==> config.mk <==
export PLATFORM = sky130hd
export DESIGN_NAME = acq_scheduler
export DESIGN_NICKNAME = d
export VERILOG_FILES = /design/src/rtl/acq_scheduler.sv
export SDC_FILE = /design/constraint.sdc
export NUM_CORES = 1
export LEC_CHECK = 0
export BUFFER_PORTS_ARGS = -buffer_cell sky130_fd_sc_hd__buf_4
export CAP_MARGIN = 0
export CORE_MARGIN = 3
export CORE_UTILIZATION = 57
export DETAILED_ROUTE_END_ITERATION = 8
export MAX_ROUTING_LAYER = met4
export PLACE_DENSITY = 0.88
export SLEW_MARGIN = 40
export SYNTH_ARGS = -nofsm -noshare
export SYNTH_HDL_FRONTEND = slang
export SYNTH_SLANG_ARGS = --single-unit
==> constraint.sdc <==
create_clock -name clk -period 2.9 [get_ports clk]
set_input_delay 0 -clock clk [delete_from_list [all_inputs] [get_ports clk]]
set_output_delay 0 -clock clk [all_outputs]
set_load 0.005 [all_outputs]
==> src/rtl/acq_scheduler.sv <==
`default_nettype none
// ============================================================================
// Module   : acq_scheduler
// Purpose  : Round-robin owner of a shared BRAM acquisition write port. A
//            granted requester waits for the free-running address to wrap,
//            then the write enable runs for num_sweeps full address sweeps.
//            The address wrap period is measured independently.
// Revision : 1.0 - initial release
// ============================================================================
module acq_scheduler #(
  parameter int BRAM_WIDTH       = 13,
  parameter int N_REQ            = 4,
  parameter int NUM_SWEEPS_WIDTH = 8
) (
  input  logic                        clk,
  input  logic                        resetn,
  input  logic [N_REQ-1:0]            req,
  input  logic [NUM_SWEEPS_WIDTH-1:0] num_sweeps,
  input  logic [BRAM_WIDTH-1:0]       address,
  output logic [N_REQ-1:0]            grant,
  output logic                        wen,
  output logic [NUM_SWEEPS_WIDTH-1:0] sweep_index,
  output logic [N_REQ-1:0]            done,
  output logic                        busy,
  output logic [31:0]                 period
);

  localparam int IDX_W = (N_REQ > 1) ? $clog2(N_REQ) : 1;

  typedef enum logic [1:0] {
    S_IDLE  = 2'd0,
    S_ARM   = 2'd1,
    S_WRITE = 2'd2
  } state_t;

  state_t                      r_state;
  logic [N_REQ-1:0]            r_grant;
  logic                        r_wen;
  logic [NUM_SWEEPS_WIDTH-1:0] r_sweep_idx;
  logic [N_REQ-1:0]            r_done;
  logic                        r_busy;
  logic [IDX_W-1:0]            r_rr_ptr;
  logic [IDX_W-1:0]            r_owner;
  logic [NUM_SWEEPS_WIDTH-1:0] r_latched;
  logic [BRAM_WIDTH-1:0]       r_word_cnt;
  logic [31:0]                 r_wrap_cnt;
  logic [31:0]                 r_period;

  logic [IDX_W-1:0]            w_winner;
  logic [IDX_W-1:0]            w_cand;
  logic [NUM_SWEEPS_WIDTH-1:0] w_sweeps;
  logic                        w_last_sweep;
  logic                        w_addr_zero;

  assign w_sweeps     = (num_sweeps == '0) ? NUM_SWEEPS_WIDTH'(1) : num_sweeps;
  assign w_last_sweep = (r_sweep_idx == (r_latched - NUM_SWEEPS_WIDTH'(1)));
  assign w_addr_zero  = (address == '0);

  // Cyclic search starting just after the RR pointer; scanning from the far
  // end lets the nearest set bit overwrite farther ones without a break.
  always_comb begin
    w_winner = r_rr_ptr;
    w_cand   = r_rr_ptr;
    for (int i = N_REQ; i >= 1; i--) begin
      w_cand = IDX_W'((int'(r_rr_ptr) + i) % N_REQ);
      if (req[w_cand]) begin
        w_winner = w_cand;
      end
    end
  end

  // Scheduler FSM: grant, wait for address wrap, write whole sweeps, release.
  always_ff @(posedge clk or negedge resetn) begin
    if (!resetn) begin
      r_state     <= S_IDLE;
      r_grant     <= '0;
      r_wen       <= 1'b0;
      r_sweep_idx <= '0;
      r_done      <= '0;
      r_busy      <= 1'b0;
      r_rr_ptr    <= IDX_W'(N_REQ - 1);
      r_owner     <= '0;
      r_latched   <= '0;
      r_word_cnt  <= '0;
    end else begin
      r_done <= '0;
      case (r_state)
        S_IDLE: begin
          if (|req) begin
            r_grant   <= {{(N_REQ-1){1'b0}}, 1'b1} << w_winner;
            r_busy    <= 1'b1;
            r_rr_ptr  <= w_winner;
            r_owner   <= w_winner;
            r_latched <= w_sweeps;
            r_state   <= S_ARM;
          end
        end
        S_ARM: begin
          // A withdrawn request outranks a simultaneous address wrap.
          if (!req[r_owner]) begin
            r_grant <= '0;
            r_busy  <= 1'b0;
            r_state <= S_IDLE;
          end else if (w_addr_zero) begin
            r_wen       <= 1'b1;
            r_word_cnt  <= '0;
            r_sweep_idx <= '0;
            r_state     <= S_WRITE;
          end
        end
        S_WRITE: begin
          r_word_cnt <= r_word_cnt + BRAM_WIDTH'(1);
          if (&r_word_cnt) begin
            if (w_last_sweep) begin
              r_wen   <= 1'b0;
              r_grant <= '0;
              r_busy  <= 1'b0;
              r_done  <= r_grant;
              r_state <= S_IDLE;
            end else begin
              r_sweep_idx <= r_sweep_idx + NUM_SWEEPS_WIDTH'(1);
            end
          end
        end
        default: begin
          r_state <= S_IDLE;
        end
      endcase
    end
  end

  // Wrap-period meter: saturating cycle counter restarted at each address==0.
  always_ff @(posedge clk or negedge resetn) begin
    if (!resetn) begin
      r_wrap_cnt <= '0;
      r_period   <= '0;
    end else if (w_addr_zero) begin
      r_period   <= (&r_wrap_cnt) ? r_wrap_cnt : r_wrap_cnt + 32'd1;
      r_wrap_cnt <= '0;
    end else if (!(&r_wrap_cnt)) begin
      r_wrap_cnt <= r_wrap_cnt + 32'd1;
    end
  end

  assign grant       = r_grant;
  assign wen         = r_wen;
  assign sweep_index = r_sweep_idx;
  assign done        = r_done;
  assign busy        = r_busy;
  assign period      = r_period;

endmodule
`default_nettype wire

-- Word-level counts from Yosys, hierarchy flattened
Cells that the tools add are included.
W data, S select, Z words.
- add/sub/neg operators: 8
- magnitude comparators: 5
- eq/ne operators: 11
- shift operators: 1
- mux-type cells: 47
- reduce and logical (&&, ||, !) cells: 14
- operators by type and width (cell ; number):
    $mux W32 ; 2
    $mux W8 ; 5
    $add A32 B1 Y32 const B ; 1
    $reduce_and A32 Y1 ; 1
    $mux W4 ; 7
    $mux W13 ; 2
    $pmux W13 S2 ; 1
    $mux W2 ; 9
    $pmux W8 S2 ; 1
    $lt A2 B3 Y1 const B ; 5
    $reduce_and A5 Y1 ; 3
    $ne A2 B2 Y1 const B ; 7
    $add A13 B1 Y13 const B ; 1
    $logic_not A13 Y1 ; 1
    $reduce_and A13 Y1 ; 1
    $pmux W4 S3 ; 1
    $mux W1 ; 11
    $bmux W1 S2 ; 5
    $add A8 B1 Y8 const B ; 1
    $eq A8 B8 Y1 ; 1
    $logic_not A8 Y1 ; 1
    $sub A8 B1 Y8 const B ; 1
    $pmux W2 S3 ; 1
    $add A2 B1 Y2 const B ; 2
    other kinds (14) ; 15
- bits in registers: 109
- bits of input ports: 27

-- Longest topological paths before layout
- depth after elaboration: 10
- gate-level depth with buffers: 9

-- Worst setup path after synthesis
OpenSTA, ideal clock, no wires.
- kind: register -> register
- start point: register r_latched[0]
- end point: register r_grant[0], in the netlist grant[0]
- setup time: 0.125 ns
- arrival: 2.250 ns
- required time: 2.775 ns
- path slack: 0.525 ns
- stages on the path, launching flop included: 9
- buffers on the path: 0
- clock period less this slack: 2.375 ns
- cell sequence: dfrtp_1 -> inv_1 -> ha_1 -> xnor3_1 -> a32o_1 -> o221ai_2 -> o41ai_4 -> nand4b_4 -> mux2_2
- word-level cells in the longest chain between the ends: 4
- RTL lines (what ; line ; RTL):
    from (decl) ; 44 ; logic [NUM_SWEEPS_WIDTH-1:0] r_latched;
    from (signal assigned) ; 94 ; r_latched <= w_sweeps;
    $sub A8 B1 Y8 ; 56 ; assign w_last_sweep = (r_sweep_idx == (r_latched - NUM_SWEEPS_WIDTH'(1)));
    $eq A8 B8 Y1 ; 56 ;
    $ne A2 B2 Y1 (no line) ; n/a ;
    $reduce_and A5 Y1 (no line) ; n/a ;
    to (signal assigned) ; 90 ; r_grant <= {{(N_REQ-1){1'b0}}, 1'b1} << w_winner;
    to (decl) ; 37 ; logic [N_REQ-1:0] r_grant;
No other way between the ends.
A chain may end at the register's enable or synchronous reset.

-- Final worst setup path
Ends and elaborated chain as after synthesis.

==> impl_metrics.env <==
export IMPL_status="complete, no violations"
export IMPL_ys_ff_latch=109
export IMPL_wl_per_cell_microns=16.4
export IMPL_clkLatencyLatePin_ps=390
export IMPL_drive_above_1_share=0.184
export IMPL_grt_remaining_overflow=0
export IMPL_drv_slew=0
export IMPL_die_area_sq_um=10700
export IMPL_port_buffers=76
export IMPL_cts_root_buf="clkbuf_8"
export IMPL_rsz0062_at_grt="no"
export IMPL_rows=34
export IMPL_cellLeakagePower_nw=2.88
export IMPL_p_int_w=0.00282
export IMPL_postLayoutCoreUtil=0.713
export IMPL_clock_sinks=109
export IMPL_die_h_microns=104
export IMPL_nFillCells=595
export IMPL_antenna_found_initial=0
export IMPL_setup_viol=0
export IMPL_p_per_area_nw_per_um2=729
export IMPL_crit_chain="inv_1, ha_1, xnor3_1, a32o_1, o221ai_2, o41ai_4, nand4b_4, mux2_2"
export IMPL_hp_class="in -> reg"
export IMPL_cts_buffer_depth=2
export IMPL_synthCells=570
export IMPL_crit_required_ps=3170
export IMPL_crit_type="reg -> reg"
export IMPL_postSynthAreaPerCell_sq_um=9.52
export IMPL_grt_pass1_wl_microns=22000
export IMPL_die_w_microns=104
export IMPL_tightestPinTransition_ps=805
export IMPL_hold_viol=0
export IMPL_p_sw_w=0.00185
export IMPL_worst_setup_path_start_kind="register"
export IMPL_io_pins=77
export IMPL_cts_clk_slew_worst_paths_ps=110
export IMPL_diodes=0
export IMPL_tns_ps=0
export IMPL_critical_path_arrival_ps=2940
export IMPL_max_freq_mhz=374
export IMPL_yosysSeqAreaShare=0.503
export IMPL_grt_max_degree=66
export IMPL_fin_skew_ps=13.8
export IMPL_layout_common_cells="107 x dfrtp_1, 90 x nand2_1, 85 x buf_4"
export IMPL_drt_wl_total_microns=12800
export IMPL_vdd_drop_max_uv=330
export IMPL_dp_hpwl_microns=9040
export IMPL_dr_total_vias=4641
export IMPL_fin_crit_sh=0.921
export IMPL_drc=0
export IMPL_synthFlopType="dfrtp_1"
export IMPL_seq_area_sq_um=2730
export IMPL_grt_util_all_layers=0.256
export IMPL_switching_share=0.396
export IMPL_crit_path_max_incr_delay_ps=550
export IMPL_synth_edf_count=0
export IMPL_post_cts_buffers=0
export IMPL_vias_per_cell=5.93
export IMPL_start_util=0.605
export IMPL_firstDrtPassIters=5
export IMPL_cts_buffers=9
export IMPL_grt_pass1_vias=4589
export IMPL_end_kind="register"
export IMPL_seqPwrFrac=0.469
export IMPL_drt_iter0_drc=331
export IMPL_placed_cells=757
export IMPL_gp_congestion=0.880
export IMPL_max_slew_margin=0.459
export IMPL_p_clk_frac=0.192
export IMPL_multi_input_area_sq_um=2550
export IMPL_cts_tree="done"
export IMPL_maxCapViolCount=0
export IMPL_synth_fp_nets=605
export IMPL_synth_area_sq_um=5430
export IMPL_final_common_cell="dfrtp_1"
export IMPL_final_nets=686
export IMPL_antenna_left=0
export IMPL_timing_final_crit_period_ps=2670
export IMPL_crit_fanout=5
export IMPL_final_instance_count_excl_fill=782
export IMPL_core_area_sq_um=8980
export IMPL_async_flop_share=1.00
export IMPL_combPwrFrac=0.339
export IMPL_area_growth_syn_to_layout_pct=17.9
export IMPL_h_tree_depth=3
export IMPL_critPathSlowestCell="o41ai_4"
export IMPL_synth_cell_types=50
export IMPL_ys_warn_count=0
==> flip-flops by register name, indices dropped and copies added, names as in the netlist <==
signal / flops
period: 32
r_wrap_cnt: 32
r_word_cnt: 13
r_latched: 8
sweep_index: 8
done: 4
grant: 4
r_owner: 2
r_rr_ptr: 2
r_state: 2
busy: 1
wen: 1
==> final timing paths <==
kind | from | endpoint | slack, ps | depth (start not counted)
max | r_latched[0] | grant[0] | 230 | 8
min | req[2] | r_state[1] | 90 | 4
max reg2reg | r_latched[0] | grant[0] | 230 | 8
min reg2reg | period[30] | period[30] | 490 | 2
max in group asynchronous | resetn | r_wrap_cnt[31] | 1850 | 3
min in group asynchronous | resetn | r_owner[0] | 200 | 2
==> power groups by stage <==
stage,clock [W],sequential [W],combinational (W)
3_5_place_dp,0,0.00220,0.00154
3_3_place_gp,0,0.00216,0.00144
5_1_grt,0.000978,0.00222,0.00176
6_report,0.000898,0.00219,0.00158
2_1_floorplan,0,0.00212,0.00115
4_1_cts,0.000918,0.00217,0.00156
==> cell type report <==
class,instances,share of cell area
sequential,109,0.427
multi-input combinational,426,0.399
timing repair buffer,94,0.114
tap,126,0.0246
clock buffer,10,0.0215
clock inverter,6,0.00841
inverter,11,0.00645
==> stage by stage <==
stage / total power, W / setup WS [ps] / hold slack, ps / cell area, sq um
floorplan: 0.00326 / 525 / -296 / 5430
CTS: 0.00465 / 269 / 76.1 / 6400
global placement: 0.00360 / 425 / 94.9 / 6120
global route: 0.00496 / 161 / 115 / 6400
detailed placement: 0.00374 / 294 / 103 / 6120
finish: 0.00467 / 228 / 87.6 / 6400
==> metal layers <==
| layer | vias up | GRT usage | routed length (microns) |
|---|---|---|---|
| met1 | 2280 | 0.320 | 5400 |
| met5 | - | - | 0 |
| li1 | 2173 | - | - |
| met3 | 30 | 0.0535 | 705 |
| met2 | 158 | 0.419 | 6460 |
| met4 | 0 | 0.0893 | 250 |
==> synth_stat cells (10+ instances only) <==
master,instances,area [sq um]
nand4_1,23,144
nor2_1,55,206
o21ai_0,53,265
a21oi_1,12,60.1
nand2_1,90,338
dfrtp_1,107,2680
xor2_1,29,254
nor3_1,15,75.1
nand3_1,26,130
inv_1,11,41.3
clkbuf_1,21,78.8
a22o_1,10,87.6
xnor2_1,10,87.6
==> worst max-delay path, delay by kind of cell, from the launching register on <==
family	cells	cell delay, ps
DFF	1	440
muxes	1	320
and+or+nand+nor	1	220
xor gates and xnor gates	1	390
AOI/OAI and AO/OA	3	860
buffers and inverters	1	80
adders and majority gates	1	250
==> kinds of logic after synthesis <==
logic type / count (synthesis) / share of synthesized area
buf+inv: 35 / 0.0272
flops: 109 / 0.503
simple gates: 269 / 0.247
compound gates: 98 / 0.114
xor+xnor: 40 / 0.0671
fa+ha+maj: 8 / 0.0184
mux: 11 / 0.0235
==> timing repair <==
action                    4_1_cts  5_1_grt
hold endpoints to repair       62        0
gates resized for setup         0        0
hold buffers                    9        0
Note: power is estimated with default switching activity, not from simulation.
